==> config.mk <==
export PLATFORM = sky130hd
export DESIGN_NAME = wb_merge
export DESIGN_NICKNAME = d
export VERILOG_FILES = /design/src/rtl/wb_pkg.sv /design/src/rtl/wb_fifo.sv /design/src/rtl/wb_merge.sv
export SDC_FILE = /design/constraint.sdc
export NUM_CORES = 1
export LEC_CHECK = 0
export ABC_CLOCK_PERIOD_IN_PS = 3440
export CAP_MARGIN = 20
export CORE_MARGIN = 3
export CORE_UTILIZATION = 45
export CTS_CLUSTER_SIZE = 14
export DETAILED_ROUTE_END_ITERATION = 10
export HOLD_SLACK_MARGIN = 0.02
export PLACE_DENSITY_LB_ADDON = 0.1
export SETUP_SLACK_MARGIN = 0.1
export SKIP_CTS_REPAIR_TIMING = 1
export SYNTH_ARGS = -nofsm -noshare
export SYNTH_HDL_FRONTEND = slang
export SYNTH_HIERARCHICAL = 1
export SYNTH_SLANG_ARGS = --single-unit
==> constraint.sdc <==
create_clock -name clk_i -period 3.44 [get_ports clk_i]
set_input_delay 0.344 -clock clk_i [delete_from_list [all_inputs] [get_ports clk_i]]
set_output_delay 0.344 -clock clk_i [all_outputs]
set_load 0.005 [all_outputs]
==> src/rtl/wb_pkg.sv <==
// +--------------------------------------------------------------------------+
// | wb_pkg: shared types and constants for the write-back merge stage. Rev 1.0 |
// +--------------------------------------------------------------------------+
`default_nettype none

package wb_pkg;
  localparam int WB_DEPTH  = 2;
  localparam int WB_ADDR_W = 5;
  localparam int WB_DATA_W = 32;
  localparam int REG_ZERO  = 0;

  typedef struct packed {
    logic                 live;
    logic [WB_ADDR_W-1:0] addr;
    logic [WB_DATA_W-1:0] data;
  } wb_entry_t;
endpackage

`default_nettype wire

==> src/rtl/wb_fifo.sv <==
// +--------------------------------------------------------------------------+
// | wb_fifo: in-order MDU result buffer with WAW kill and pend-mask. Rev 1.0  |
// +--------------------------------------------------------------------------+
`default_nettype none

module wb_fifo
  import wb_pkg::*;
#(
  parameter int DEPTH  = WB_DEPTH,
  parameter int ADDR_W = WB_ADDR_W,
  parameter int DATA_W = WB_DATA_W,
  parameter int CNT_W  = $clog2(DEPTH + 1)
) (
  input  logic              clk_i,
  input  logic              rst_i,
  input  logic              push_i,
  input  logic              push_live_i,
  input  logic [ADDR_W-1:0] push_addr_i,
  input  logic [DATA_W-1:0] push_data_i,
  input  logic              pop_i,
  input  logic              kill_i,
  input  logic [ADDR_W-1:0] kill_addr_i,
  output logic              ready_o,
  output logic              head_live_o,
  output logic [ADDR_W-1:0] head_addr_o,
  output logic [DATA_W-1:0] head_data_o,
  output logic [CNT_W-1:0]  count_o,
  output logic [31:0]       pend_mask_o
);
  localparam int PTR_W = $clog2(DEPTH);

  logic [DEPTH-1:0]  live_q, live_d;
  logic [ADDR_W-1:0] addr_q [DEPTH];
  logic [ADDR_W-1:0] addr_d [DEPTH];
  logic [DATA_W-1:0] data_q [DEPTH];
  logic [DATA_W-1:0] data_d [DEPTH];
  logic [PTR_W-1:0]  rd_q, rd_d, wr_q, wr_d;
  logic [CNT_W-1:0]  cnt_q, cnt_d;
  logic              ready_q, ready_d;

  always_comb begin
    live_d = live_q;
    addr_d = addr_q;
    data_d = data_q;
    rd_d   = rd_q;
    wr_d   = wr_q;
    for (int i = 0; i < DEPTH; i++) begin
      if (kill_i && (addr_q[i] == kill_addr_i)) live_d[i] = 1'b0;
    end
    // Popped slots drop their live bit so stale addresses never reach the mask.
    if (pop_i) begin
      live_d[rd_q] = 1'b0;
      rd_d         = rd_q + 1'b1;
    end
    if (push_i) begin
      live_d[wr_q] = push_live_i;
      addr_d[wr_q] = push_addr_i;
      data_d[wr_q] = push_data_i;
      wr_d         = wr_q + 1'b1;
    end
    cnt_d   = cnt_q + CNT_W'(push_i) - CNT_W'(pop_i);
    ready_d = (cnt_d < CNT_W'(DEPTH));
  end

  always_ff @(posedge clk_i or posedge rst_i) begin
    if (rst_i) begin
      live_q  <= '0;
      rd_q    <= '0;
      wr_q    <= '0;
      cnt_q   <= '0;
      ready_q <= 1'b0;
      for (int i = 0; i < DEPTH; i++) begin
        addr_q[i] <= '0;
        data_q[i] <= '0;
      end
    end else begin
      live_q  <= live_d;
      rd_q    <= rd_d;
      wr_q    <= wr_d;
      cnt_q   <= cnt_d;
      ready_q <= ready_d;
      addr_q  <= addr_d;
      data_q  <= data_d;
    end
  end

  always_comb begin
    pend_mask_o = '0;
    for (int i = 0; i < DEPTH; i++) begin
      if (live_q[i]) pend_mask_o[addr_q[i]] = 1'b1;
    end
  end

  assign ready_o     = ready_q;
  assign count_o     = cnt_q;
  assign head_live_o = live_q[rd_q];
  assign head_addr_o = addr_q[rd_q];
  assign head_data_o = data_q[rd_q];
endmodule

`default_nettype wire

==> src/rtl/wb_merge.sv <==
// +--------------------------------------------------------------------------+
// | wb_merge: merges pipeline and MDU writes onto one regfile port. Rev 1.0   |
// | Optional same-cycle MDU bypass when WB_MERGE_BYPASS_EN is defined.        |
// +--------------------------------------------------------------------------+
`default_nettype none

module wb_merge
  import wb_pkg::*;
#(
  parameter int DEPTH  = WB_DEPTH,
  parameter int DATA_W = 32,
  parameter int ADDR_W = 5
) (
  input  logic                       clk_i,
  input  logic                       rst_i,
  input  logic                       pipe_we_i,
  input  logic [ADDR_W-1:0]          pipe_addr_i,
  input  logic [DATA_W-1:0]          pipe_data_i,
  input  logic                       mdu_valid_i,
  input  logic [ADDR_W-1:0]          mdu_addr_i,
  input  logic [DATA_W-1:0]          mdu_data_i,
  output logic                       mdu_ready_o,
  output logic                       RegWrite_o,
  output logic [ADDR_W-1:0]          RDaddr_o,
  output logic [DATA_W-1:0]          RDdata_o,
  output logic [31:0]                pend_mask_o,
  output logic [$clog2(DEPTH+1)-1:0] count_o
);
  logic              slot_busy, xfer, mdu_nz, head_valid, bypass;
  logic              push, push_live, pop, drain;
  logic              head_live;
  logic [ADDR_W-1:0] head_addr;
  logic [DATA_W-1:0] head_data;

  always_comb begin
    // Pipe inputs are ignored while reset is held so outputs stay at zero.
    slot_busy  = !rst_i && pipe_we_i && (pipe_addr_i != ADDR_W'(REG_ZERO));
    xfer       = mdu_valid_i && mdu_ready_o;
    mdu_nz     = (mdu_addr_i != ADDR_W'(REG_ZERO));
    head_valid = (count_o != '0);
`ifdef WB_MERGE_BYPASS_EN
    bypass     = xfer && mdu_nz && !head_valid && !slot_busy;
`else
    bypass     = 1'b0;
`endif
    push       = xfer && mdu_nz && !bypass;
    push_live  = !(slot_busy && (pipe_addr_i == mdu_addr_i));
    drain      = head_valid && head_live && !slot_busy;
    pop        = head_valid && (!head_live || !slot_busy);

    RegWrite_o = 1'b0;
    RDaddr_o   = '0;
    RDdata_o   = '0;
    if (slot_busy) begin
      RegWrite_o = 1'b1;
      RDaddr_o   = pipe_addr_i;
      RDdata_o   = pipe_data_i;
    end else if (drain) begin
      RegWrite_o = 1'b1;
      RDaddr_o   = head_addr;
      RDdata_o   = head_data;
    end else if (bypass) begin
      RegWrite_o = 1'b1;
      RDaddr_o   = mdu_addr_i;
      RDdata_o   = mdu_data_i;
    end
  end

  wb_fifo #(
    .DEPTH  (DEPTH),
    .ADDR_W (ADDR_W),
    .DATA_W (DATA_W),
    .CNT_W  ($clog2(DEPTH + 1))
  ) u_fifo (
    .clk_i       (clk_i),
    .rst_i       (rst_i),
    .push_i      (push),
    .push_live_i (push_live),
    .push_addr_i (mdu_addr_i),
    .push_data_i (mdu_data_i),
    .pop_i       (pop),
    .kill_i      (slot_busy),
    .kill_addr_i (pipe_addr_i),
    .ready_o     (mdu_ready_o),
    .head_live_o (head_live),
    .head_addr_o (head_addr),
    .head_data_o (head_data),
    .count_o     (count_o),
    .pend_mask_o (pend_mask_o)
  );
endmodule

`default_nettype wire

==> out/qor.txt <==
post-synthesis sequential area ratio -> 41.1%
Final setup viols -> 0
row count -> 37
vias -> 4070
first-pass GRT wire length -> 21.4 mm
syn nets -> 531
cts bufs inserted -> 9
Cell variety after synth -> 40
I/O pin total -> 151
post-route cell area -> 6740 sq um
most common cell after layout, fill and taps aside -> clkdlybuf4s50_1
Die Area -> 12300 sq um
vias in the first global route -> 4232
Final Max Tran Viols -> 0
Final Cycle Share -> 90.5%
Clk pin slew, worst setup/hold paths -> 0.08 ns
H-tree Lvls -> 3
status -> complete, no violations
Hold Crit Class -> reg2reg
Setup Skew -> 0.00948 ns
Max Clock Freq -> 321 MHz
Layout area overhead -> 36.5%
ANT nets after route -> 0
antenna cell count -> 0
DP HPWL -> 9.21 mm
VDD IR max -> 0.327 mV
most frequent cells in the layout -> clkdlybuf4s50_1, mux2_2, dfrtp_1
Synth Flop Type -> dfrtp_1
GPL Wtd Cong -> 0.884
Bufs on Longest Clock Path -> 2
total negative slack -> 0 ns
Avg Cell Area, Syn -> 10.9 sq um
Syn Std Cell Area -> 4940 sq um
number of DRC markers in iteration 0 -> 168
layout cells sized above 1 -> 26.9%
worst path arrival time -> 2.77 ns
chip width -> 111 microns
Slew HR -> 42.4%
Cells after Synth -> 451
Starting Density -> 47.0%
PnR worst setup slack -> 0.326 ns
Core ar. -> 10500 sq um
CTS sink cnt -> 81
GRT Resource Usage Total -> 21.3%
# nets final -> 658
startpoint types -> input pin
Setup WS pre-CTS -> 0.192 ns
CP required -> 3.10 ns
post-DR vias/cell -> 5.66
FF+latch count, synth -> 81
dpl cell area -> 6490 sq um
DRT Pass-1 Iters -> 4
leakage power -> 2.56 nW
Clk Latency, worst-skew pair -> 0.35 ns
gr ovfl total -> 0
Worst-Margin Slew -> 0.863 ns
Ys Warns -> 6
final WL -> 13.2 mm
critical path peak fanout -> 40
DRC viols -> 0
CP Capture Type -> output pin
number of synthesized flops with an enable pin -> 0
pwr dens -> 776 nW/um^2
largest net degree at the start of global routing -> 51
IO buf count -> 150
Hold Vio Cnt, Final -> 0
max-cap violations -> 0
drt wl/cell -> 18.4 microns
die extent in y -> 111 microns
CTS tree -> yes
unrepaired setup endpoints after global routing -> no
initial antenna violation count -> 0
Critical Setup Path Class -> in2out
asr flop ratio synth -> 100%
Tmin final -> 3.11 ns
CTS root buffer -> clkbuf_8
## power by group
part	internal [mW]	leakage (nW)	switching, mW
clock network	0.504	0.123	0.355
registers	1.44	0.959	0.380
logic	1.50	1.48	1.05
total	3.45	2.56	1.78
## critical path: stages
cell and delay (ns):
clkdlybuf4s50_1 0.54, or4_4 0.60, o21ai_4 0.17, inv_2 0.27, o21ai_0 0.26, clkdlybuf4s50_1 0.57
## cell type report
class                   instances  area, sq um
inverters                       6         23.8
well taps                     136          170
repair buffers                159         1590
multi-input cells             321         2670
clock buffers                  10          138
flip-flops and latches         81         2030
fillers                       881         3770
clock inverters                 6          115
## routing by layer
layer	GRT usage (%)	vias up	routed length (microns)
met5	0	-	0
met4	5.50	0	102
met3	5.46	8	947
met2	36.0	150	6380
met1	27.2	1993	5810
li1	-	1919	-
## path summary, 6_finish.rpt
kind / from / to / slack, ns / depth (start not counted)
min in group asynchronous: rst_i / u_fifo/data_q[7]$_DFFE_PP0P_ / 0.59 / 2
hold / removal: u_fifo/data_q[15]$_DFFE_PP0P_ / u_fifo/data_q[15]$_DFFE_PP0P_ / 0.50 / 1
hold reg to reg: u_fifo/data_q[15]$_DFFE_PP0P_ / u_fifo/data_q[15]$_DFFE_PP0P_ / 0.50 / 1
setup / recovery: pipe_addr_i[3] / RDdata_o[22] / 0.33 / 6
setup reg to reg: u_fifo/live_q[1]$_DFF_PP0_ / u_fifo/ready_o$_DFF_PP0_ / 1.51 / 8
max in group asynchronous: rst_i / u_fifo/data_q[2]$_DFFE_PP0P_ / 2.12 / 3
## cells by family (layout without fill, tap and decap cells)
| family | after synthesis | in the layout | synth area share (%) |
|---|---|---|---|
| mux | 112 | 112 | 26.2 |
| xor+xnor | 19 | 19 | 3.37 |
| fa+ha+maj | 2 | 2 | 0.507 |
| flops | 81 | 81 | 41.1 |
| compound gates | 109 | 109 | 15.6 |
| simple gates | 79 | 79 | 8.21 |
| buf+inv | 49 | 181 | 5.09 |
## stage by stage
stage | total power [mW] | util, % | instances | hold WS [ns]
floorplan | 3.51 | - | 451 | 0.467
global placement | 4.30 | 61.7 | 703 | 0.481
detailed placement | 4.40 | 61.7 | 703 | 0.487
CTS | 5.27 | 64.1 | 719 | 0.506
global route | 5.59 | 64.1 | 719 | 0.519
finish | 5.23 | 64.1 | 719 | 0.504
## synth_stat cells (2+ instances only)
cell	count	area, sq um
a32o_1	2	20.0
and3_1	2	12.5
buf_2	15	75.1
buf_6	6	67.6
clkbuf_1	21	78.8
dfrtp_1	81	2030
ha_1	2	25.0
inv_1	5	18.8
mux2_2	104	1170
mux2_4	8	120
nand2_1	42	158
nand3_1	4	20.0
nand3b_1	10	75.1
nor2_1	4	15.0
nor4_1	2	12.5
o211ai_1	32	240
o21ai_0	29	145
o21ai_1	5	25.0
o21ai_2	2	17.5
o22ai_1	24	150
o22ai_2	8	100
or3_1	3	18.8
or3b_1	6	52.6
xnor2_1	6	52.6
xor2_1	13	114
## sequential cells by signal (all words and copies together), names as in the netlist
name	count
u_fifo/data_q	64
u_fifo/addr_q	10
u_fifo/count_o	2
u_fifo/live_q	2
u_fifo/rd_q	1
u_fifo/ready_o	1
u_fifo/wr_q	1
Note: power is estimated with default switching activity, not from simulation.
